--- src/rtl/filter_phase_ctrl.sv ---
// filter_phase_ctrl: two-phase non-overlapping clock generator and sample/event
// reader for the switched-cap filter macro.
// Optional feature macro: FILTER_EVENT_CNT_EN (polxevent synchroniser, edge
// detector and saturating event counter). Without it event_count reads 0 and
// cnt_clr/polxevent are ignored.
module filter_phase_ctrl #(
  parameter int unsigned DIV_W = 8,
  parameter int unsigned GAP_W = 4,
  parameter int unsigned CNT_W = 16
) (
  input  logic             wb_clk_i,
  input  logic             wb_rstn_i,
  input  logic             enable,
  input  logic [DIV_W-1:0] half_period,
  input  logic [GAP_W-1:0] gap,
  input  logic             cnt_clr,
  input  logic             compout,
  input  logic             pol,
  input  logic             polxevent,
  output logic             phi1,
  output logic             phi2,
  output logic             phi1b,
  output logic             phi2b,
  output logic             busy,
  output logic             sample_valid,
  output logic             sample_cmp,
  output logic             sample_pol,
  output logic [CNT_W-1:0] event_count
);

  localparam int unsigned CW = (DIV_W > GAP_W) ? DIV_W : GAP_W;

  typedef enum logic [2:0] {StIdle, StP1, StG12, StP2, StG21} state_e;

  state_e           state_q;
  logic [CW-1:0]    cnt_q;
  // Shadow config stored as (length - 1) so a zero setting behaves as 1.
  logic [DIV_W-1:0] hp_m1_q;
  logic [GAP_W-1:0] g_m1_q;
  logic [DIV_W-1:0] hp_in_m1;
  logic [GAP_W-1:0] g_in_m1;

  logic cmp_s1_q, cmp_s2_q;
  logic pol_s1_q, pol_s2_q;

  // Convert raw config into minus-one form, clamping 0 to a length of 1.
  always_comb begin
    hp_in_m1 = '0;
    g_in_m1  = '0;
    if (half_period != '0) hp_in_m1 = half_period - DIV_W'(1);
    if (gap != '0)         g_in_m1  = gap - GAP_W'(1);
  end

  // Two-flop synchronisers for the asynchronous comparator and polarity outputs.
  always_ff @(posedge wb_clk_i or negedge wb_rstn_i) begin
    if (!wb_rstn_i) begin
      cmp_s1_q <= 1'b0;
      cmp_s2_q <= 1'b0;
      pol_s1_q <= 1'b0;
      pol_s2_q <= 1'b0;
    end else begin
      cmp_s1_q <= compout;
      cmp_s2_q <= cmp_s1_q;
      pol_s1_q <= pol;
      pol_s2_q <= pol_s1_q;
    end
  end

  // Phase FSM with registered phase, busy and sample outputs.
  always_ff @(posedge wb_clk_i or negedge wb_rstn_i) begin
    if (!wb_rstn_i) begin
      state_q      <= StIdle;
      cnt_q        <= '0;
      hp_m1_q      <= '0;
      g_m1_q       <= '0;
      phi1         <= 1'b0;
      phi2         <= 1'b0;
      phi1b        <= 1'b1;
      phi2b        <= 1'b1;
      busy         <= 1'b0;
      sample_valid <= 1'b0;
      sample_cmp   <= 1'b0;
      sample_pol   <= 1'b0;
    end else begin
      sample_valid <= 1'b0;
      unique case (state_q)
        StIdle: begin
          if (enable) begin
            hp_m1_q <= hp_in_m1;
            g_m1_q  <= g_in_m1;
            cnt_q   <= CW'(hp_in_m1);
            state_q <= StP1;
            phi1    <= 1'b1;
            phi1b   <= 1'b0;
            busy    <= 1'b1;
          end
        end
        StP1: begin
          if (cnt_q == '0) begin
            state_q <= StG12;
            cnt_q   <= CW'(g_m1_q);
            phi1    <= 1'b0;
            phi1b   <= 1'b1;
          end else begin
            cnt_q <= cnt_q - CW'(1);
          end
        end
        StG12: begin
          if (cnt_q == '0) begin
            state_q <= StP2;
            cnt_q   <= CW'(hp_m1_q);
            phi2    <= 1'b1;
            phi2b   <= 1'b0;
          end else begin
            cnt_q <= cnt_q - CW'(1);
          end
        end
        StP2: begin
          if (cnt_q == '0) begin
            // Capture on the last phi2 cycle; strobe lands in the first G21 cycle.
            state_q      <= StG21;
            cnt_q        <= CW'(g_m1_q);
            phi2         <= 1'b0;
            phi2b        <= 1'b1;
            sample_cmp   <= cmp_s2_q;
            sample_pol   <= pol_s2_q;
            sample_valid <= 1'b1;
          end else begin
            cnt_q <= cnt_q - CW'(1);
          end
        end
        StG21: begin
          if (cnt_q == '0) begin
            if (enable) begin
              hp_m1_q <= hp_in_m1;
              g_m1_q  <= g_in_m1;
              cnt_q   <= CW'(hp_in_m1);
              state_q <= StP1;
              phi1    <= 1'b1;
              phi1b   <= 1'b0;
            end else begin
              state_q <= StIdle;
              busy    <= 1'b0;
            end
          end else begin
            cnt_q <= cnt_q - CW'(1);
          end
        end
        default: begin
          state_q <= StIdle;
          cnt_q   <= '0;
          phi1    <= 1'b0;
          phi2    <= 1'b0;
          phi1b   <= 1'b1;
          phi2b   <= 1'b1;
          busy    <= 1'b0;
        end
      endcase
    end
  end

`ifdef FILTER_EVENT_CNT_EN
  logic             pe_s1_q, pe_s2_q, pe_d_q;
  logic [CNT_W-1:0] evt_cnt_q;
  logic             pe_rise;

  assign pe_rise     = pe_s2_q & ~pe_d_q;
  assign event_count = evt_cnt_q;

  // Synchronise polxevent and count its rising edges, saturating; clear wins.
  always_ff @(posedge wb_clk_i or negedge wb_rstn_i) begin
    if (!wb_rstn_i) begin
      pe_s1_q   <= 1'b0;
      pe_s2_q   <= 1'b0;
      pe_d_q    <= 1'b0;
      evt_cnt_q <= '0;
    end else begin
      pe_s1_q <= polxevent;
      pe_s2_q <= pe_s1_q;
      pe_d_q  <= pe_s2_q;
      if (cnt_clr) begin
        evt_cnt_q <= '0;
      end else if (pe_rise && (evt_cnt_q != {CNT_W{1'b1}})) begin
        evt_cnt_q <= evt_cnt_q + CNT_W'(1);
      end
    end
  end
`else
  logic unused_evt_inputs;
  assign unused_evt_inputs = cnt_clr ^ polxevent;
  assign event_count       = '0;
`endif

endmodule

--- config.mk ---
export PLATFORM = sky130hd
export DESIGN_NAME = filter_phase_ctrl
export DESIGN_NICKNAME = d
export VERILOG_FILES = /design/src/rtl/filter_phase_ctrl.sv
export SDC_FILE = /design/constraint.sdc
export NUM_CORES = 1
export LEC_CHECK = 0
export ABC_CLOCK_PERIOD_IN_PS = 2450
export BUFFER_PORTS_ARGS = -buffer_cell sky130_fd_sc_hd__buf_2
export CORE_MARGIN = 1
export CORE_UTILIZATION = 31
export DETAILED_ROUTE_END_ITERATION = 8
export PLACE_DENSITY = 0.52
export SLEW_MARGIN = 20
export SYNTH_ARGS = -nofsm -noshare
export SYNTH_HDL_FRONTEND = slang
export SYNTH_SLANG_ARGS = --single-unit
--- constraint.sdc ---
create_clock -name wb_clk_i -period 2.45 [get_ports wb_clk_i]
set_input_delay 0.735 -clock wb_clk_i [delete_from_list [all_inputs] [get_ports wb_clk_i]]
set_output_delay 0.735 -clock wb_clk_i [all_outputs]
set_load 0.1 [all_outputs]
==> qor.txt, run 1 <==
Max cap viols = 0
Die area = 7210 um2
Place WS = 0.303 ns
# hold bufs at CTS = 0
Initial core utilization = 32.8%
Worst-Skew Late Latency = 0.29 ns
Worst hold slack = 0.352 ns
Post-synth EDFFs = 0
Most used routing layer = met2
Final Max Slew Viols = 0
Seq/Total Area, Yosys = 41.2%
CTS Buf Count = 5
Share of layout cells above drive strength 1 = 22.7%
CP endpoint kind = flip-flop
Number of H-tree levels = 2
Crit path time final = 2.15 ns
Clk buf depth = 2
Cell Area, Synth = 2130 um2
CP startpoint = cnt_q[0]
Clk pin slew, worst setup/hold paths = 0.07 ns
P_leak = 1.08 nW
Core Rows = 29
Final period util = 87.6%
Core area = 6490 um2
Met2 usage = 24.2%
Outcome = complete, but fails checks
Crit path required time = 2.63 ns
Initial DRC count = 101
Synth-to-Final Area Change = 12.3%
Flops & latches, synth = 35
R2r worst-path depth = 6
DRC = 4
Remaining global-route overflow = 0
Distinct cells, synth = 57
WS Path Type = flip-flop to flip-flop
Hold path start = pol_s1_q
Clock tree from TritonCTS = built
Met3 GRT Util = 2.33%
Post-CTS Setup Repair Bufs = 0
Sw Pwr = 0.000357 W
Synth Flop Type = dfrtp_1
Worst R2R Setup Slack = 0.30 ns
Drt pass-1 iters = 6
RSZ-0062 raised after global routing = no
Post-route ant nets = 0
Synth top area cells = dfrtp_1 (39%), buf_4 (6.0%), o21ai_0 (4.7%)
N_diodes = 0
Worst Hold Class = flip-flop to flip-flop
Setup slack after layout = 0.304 ns
Antenna violations before repair = 0
Largest net degree at the start of global routing = 36
Met1 Use GR = 20.3%
Internal Power = 0.000807 W
Combinational Power Share = 14.4%
Async S/R FF share, synth = 100%
Sequential Power Share = 50.3%
Layout Cells excl Fill = 332
Reg-to-Reg End = g_m1_q[1]
Final count of negative-setup-slack endpoints = 0
Post-CTS resize count = 0
Syn_area_per_cell = 9.52 um2
Setup TNS = 0 ns
Crit Reg-Reg Startpoint = cnt_q[0]
Final Hold Fails = 0
Clk sink count = 35
Total global-route track usage = 15.0%
Clock power frac = 35.2%
Synth area leader = dfrtp_1
# port buffers = 24
Die X = 84.9 um
Routed len/inst = 14.6 um
Final instance area = 2390 um2
Dpl cell area = 2310 um2
Chip height = 84.9 um
Crit path DAT = 2.32 ns
Clk_skew = 0.00917 ns
WL final = 4850 um
Via count = 1691
Synth Warn # = 0
Clock root cell = clkbuf_8
Max FO, Critical Path = 8
GPL Wtd Cong = 0.798
F_max = 466 MHz
Post-DP HPWL = 3570 um
Hold Path Cell Cnt = 0
Synth top area share = 38.7%
Top Ports = 43
VDD IR max = 0.226 mV
Vias in the first global route = 1664
Startpoint Class = flip-flop
Hold endpoint = pol_s2_q
Failing checks = design-rule violations
Pwr dens = 486 nW/um2
Vias per cell = 5.09
Placed instance count = 324
First-pass GRT wire length = 8360 um
Cells after Synth = 224
Sw Share = 30.7%
Nets@finish = 276
through the flow:
stage	utilization, %	total power, W
final	36.9	0.00116
after global routing	36.9	0.00121
after CTS	36.9	0.00118
after detailed placement	35.5	0.000766
after global placement	35.5	0.000765
after floorplan	-	0.000747
sequential cells by signal, indices dropped and copies added, names as in the netlist, 3 cells and up:
register,flops
hp_m1_q,8
g_m1_q,4
state_q,3
cnt_q,8
routing by layer:
layer,wire length [um],up-vias
li1,-,853
met1,2330,798
met2,2290,34
met3,147,6
met4,87,0
met5,0,-
worst max-delay path by stage:
stage / cells after the start / endpoint
4_1_cts: 6 / g_m1_q[1]
5_1_grt: 7 / cnt_q[3]
6_report: 6 / g_m1_q[1]
2_1_floorplan: 6 / sample_cmp
3_3_place_gp: 5 / cnt_q[5]
3_5_place_dp: 5 / cnt_q[5]
synthesized netlist by cell type, types with 2 or more instances:
master,count
dfrtp_1,33
o21ai_0,20
buf_4,17
nand2_1,14
a21oi_1,11
inv_1,9
nor2_1,9
nand3_1,7
clkbuf_1,6
nor3_1,5
a211oi_1,4
a22oi_1,4
a31oi_1,4
mux2_2,4
nor2b_1,4
nor3b_1,4
xnor2_1,4
a21o_1,3
a22o_1,3
ha_1,3
o221ai_1,3
o31ai_1,3
or3_1,3
xor2_1,3
a211o_1,2
buf_2,2
dfstp_2,2
mux2i_1,2
nand3b_1,2
nand4_1,2
nor4_1,2
o211ai_1,2
o2bb2ai_1,2
or3b_2,2
or4_1,2
cells by family after synthesis:
logic type	Yosys count	share of synthesized area (%)
multiplexers	6	3.05
AO/OA/AOI/OAI	69	21.9
AND/OR/NAND/NOR	67	19.2
adder cells (fa/ha/maj)	3	1.76
other	1	0.176
XOR/XNOR	7	2.88
buffers and inverters	36	9.80
flip-flops	35	41.2
worst max-delay path, stage by stage (launching register included):
cell     delay [ns]
dfrtp_1        0.42
inv_1          0.13
ha_1           0.18
or3b_2         0.54
o21ai_4        0.28
nand3_4        0.18
mux2_2         0.30
placed cells by master, fill, tap and decap left out, types with 3 or more instances in the layout:
cell type,n
o221ai_1,3
nand2_1,14
inv_1,9
ha_1,3
dfrtp_1,33
a22oi_1,4
xor2_1,3
clkbuf_8,5
xnor2_1,4
a22o_1,3
o31ai_1,3
nor2_1,9
nand3_1,7
nor3_1,5
conb_1,16
or3_1,3
a31oi_1,4
o21ai_0,20
a211oi_1,4
a21oi_1,11
buf_2,24
nor2b_1,4
buf_4,10
nor3b_1,4
mux2_2,4
a21o_1,3
power by group through the flow:
stage | combinational (W) | sequential, W | clock [W]
finish | 0.000168 | 0.000586 | 0.000410
floorplan | 0.000151 | 0.000596 | 0
global placement | 0.000168 | 0.000596 | 0
CTS | 0.000169 | 0.000586 | 0.000425
detailed placement | 0.000169 | 0.000597 | 0
global route | 0.000179 | 0.000587 | 0.000443
layout make-up:
| type | count | area (um2) |
|---|---|---|
| Clock buffer | 6 | 72.6 |
| Timing Repair Buffer | 34 | 195 |
| Fill cell | 656 | 4100 |
| Clock inverter | 2 | 12.5 |
| Inverter | 10 | 37.5 |
| Multi-Input combinational cell | 168 | 1100 |
| Sequential cell | 35 | 878 |
| Tap cell | 77 | 96.3 |
Note: power is estimated with default switching activity, not from simulation.
==> run 2, diff against run 1 <==
--- a/config.mk
+++ b/config.mk
@@ -5,10 +5,12 @@
 export SDC_FILE = /design/constraint.sdc
 export NUM_CORES = 1
 export LEC_CHECK = 0
-export ABC_CLOCK_PERIOD_IN_PS = 2450
+export ABC_CLOCK_PERIOD_IN_PS = 2750
 export BUFFER_PORTS_ARGS = -buffer_cell sky130_fd_sc_hd__buf_2
+export CORE_ASPECT_RATIO = 0.6
 export CORE_MARGIN = 1
 export CORE_UTILIZATION = 31
+export CTS_CLUSTER_DIAMETER = 200
 export DETAILED_ROUTE_END_ITERATION = 8
 export PLACE_DENSITY = 0.52
 export SLEW_MARGIN = 20
==> constraint.sdc (replaced) <==
create_clock -name wb_clk_i -period 2.75 [get_ports wb_clk_i]
set_input_delay 0.825 -clock wb_clk_i [delete_from_list [all_inputs] [get_ports wb_clk_i]]
set_output_delay 0.825 -clock wb_clk_i [all_outputs]
set_load 0.1 [all_outputs]
==> run 2 against run 1 <==
Compared with the run above: the flow now finishes without violations; maximum frequency shrank 7.2%; die area grew 0.16%; sequential share of layout area shrank 1.5 points; worst hold slack lost 0.0052 ns; largest power group is now the clock network; routed wire length grew 9.1%; sequential cell count is the same; core utilization grew 2.4 points; first-iteration DRC count grew 50%; clock-buffer cell count shrank 1.
==> qor.txt, run 2 (synthesis results as in run 1) <==
GPL Wtd Cong = 0.887 (+11%)
Drt pass-1 iters = 4 (-2)
N_diodes = 0 (unchanged)
Worst R2R Setup Slack = 0.44 ns (+0.13 ns)
Post-route ant nets = 0 (unchanged)
Synth-to-Final Area Change = 17.1%
Initial DRC count = 152 (+50%)
Max cap viols = 0 (unchanged)
Hold Path Cell Cnt = 0 (unchanged)
Clk sink count = 35 (unchanged)
Remaining global-route overflow = 0 (unchanged)
Worst-path cell chain = inv_1 -> ha_1 -> or3b_2 -> o21ai_4 -> buf_4 -> mux2i_1 -> o221ai_1
Hold path start = cmp_s1_q
WS Path Type = flip-flop to flip-flop
Overall power = 0.00134 W (+15%)
Clock root cell = clkbuf_16
Final Hold Fails = 0 (unchanged)
DRC = 0 (-4)
Die X = 109 um (+28%)
Via count = 1759 (+4.0%)
Crit path time final = 2.31 ns (+0.166 ns)
Core Rows = 22 (-24%)
Total global-route track usage = 16.3% (+1.2 points)
Commonest non-fill, non-tap cells in the layout = dfrtp_1 (33), buf_2 (24), o21ai_0 (20)
Die area = 7220 um2 (+0.16%)
Initial core utilization = 33.5% (+0.70 points)
Post-DP HPWL = 3850 um (+7.9%)
Final Max Slew Viols = 0 (unchanged)
CP max-delay cell = or3b_2
Crit path DAT = 2.46 ns (+0.14 ns)
Post-CTS resize count = 0 (unchanged)
WL final = 5290 um (+9.1%)
Chip height = 66.2 um (-22%)
Routed len/inst = 15.6 um (+6.5%)
Reg-to-Reg End = cnt_q[0]
Clk_skew = 0.00260 ns (-0.00657 ns)
R2r worst-path depth = 7 (+1)
Setup TNS = 0 ns (unchanged)
P_leak = 1.13 nW (+4.2%)
Crit path required time = 2.90 ns (+0.27 ns)
Largest registers = cnt_q x8, hp_m1_q x8, g_m1_q x4
Largest net degree at the start of global routing = 36 (unchanged)
Slew of the pin with the lowest slew margin = 0.839 ns
Clock tree from TritonCTS = built
Crit Reg-Reg Startpoint = cnt_q[0]
Top Ports = 43 (unchanged)
Final count of negative-setup-slack endpoints = 0 (unchanged)
Antenna violations before repair = 0 (unchanged)
# port buffers = 24 (unchanged)
Pwr dens = 538 nW/um2 (+11%)
Clk pin slew, worst setup/hold paths = 0.06 ns (about the same)
Worst Hold Class = flip-flop to flip-flop
Worst-Skew Late Latency = 0.29 ns (about the same)
Slew HR = 44.1%
# hold bufs at CTS = 0 (unchanged)
Vias in the first global route = 1634 (-1.8%)
Max FO, Critical Path = 7 (-1)
Final period util = 84.1% (-3.5 points)
Startpoint Class = flip-flop
VDD IR max = 0.227 mV (+0.21%)
Post-CTS Setup Repair Bufs = 0 (unchanged)
Share of layout cells above drive strength 1 = 23.4% (+0.69 points)
Hold endpoint = cmp_s2_q
Clk buf depth = 2 (unchanged)
Commonest non-fill, non-tap cell in the layout = dfrtp_1
First-pass GRT wire length = 8600 um (+2.9%)
Core area = 6360 um2 (-2.1%)
Number of H-tree levels = 2 (unchanged)
Vias per cell = 5.17 (+1.6%)
Max incr delay on CP = 0.53 ns (about the same)
Outcome = finished, final reports clean
CP endpoint kind = flip-flop
Nets@finish = 277 (+0.36%)
F_max = 432 MHz (-7.2%)
RSZ-0062 raised after global routing = no
CTS Buf Count = 5 (unchanged)
CP Buf/Inv Count = 2 (+1)
Worst path top cell family by delay = simple AND/OR/NAND/NOR gates
-- run 2: final cells by class --
type                    instances  area (um2)
clock inverters                 3        46.3
clock buffers                   5         125
flip-flops and latches         35         878
well taps                      84         105
repair buffers                 35         203
fillers                       644        3860
multi-input cells             168        1100
inverters                      10        37.5
-- run 2: worst max path at each step --
stage / from / slack (ns) / cells after the start / end
finish: cnt_q[0] / 0.44 / 7 / cnt_q[0]
global route: cnt_q[0] / 0.32 / 7 / cnt_q[0]
CTS: cnt_q[0] / 0.46 / 7 / cnt_q[0]
detailed placement: cnt_q[0] / 0.47 / 7 / cnt_q[0]
global placement: half_period[0] / 0.46 / 7 / cnt_q[6]
floorplan: enable / 0.58 / 5 / cnt_q[3]
-- run 2: metrics by stage --
step | worst slack, ns | cell area [um2] | utilization [%] | hold WS, ns | cells
2_1_floorplan | 0.578 | 2190 | - | 0.331 | 239
3_3_place_gp | 0.460 | 2320 | 36.6 | 0.332 | 332
3_5_place_dp | 0.469 | 2320 | 36.6 | 0.335 | 332
4_1_cts | 0.462 | 2500 | 39.3 | 0.349 | 340
5_1_grt | 0.321 | 2500 | 39.3 | 0.357 | 340
6_report | 0.438 | 2500 | 39.3 | 0.347 | 340
-- run 2: where the power goes --
group / total [W] / internal [W] / switching [W]
logic: 0.000150 / 0.0000220 / 0.000128
clock network: 0.000670 / 0.000431 / 0.000239
registers: 0.000522 / 0.000520 / 0.00000250
-- run 2: per-layer routing --
| metal | track usage, % | vias up | part of all wire (%) |
|---|---|---|---|
| li1 | - | 853 | - |
| met1 | 24.9 | 845 | 54 |
| met2 | 20.4 | 54 | 38 |
| met3 | 5.71 | 7 | 7.5 |
| met4 | 4.56 | 0 | 1.0 |
| met5 | 0 | - | 0 |
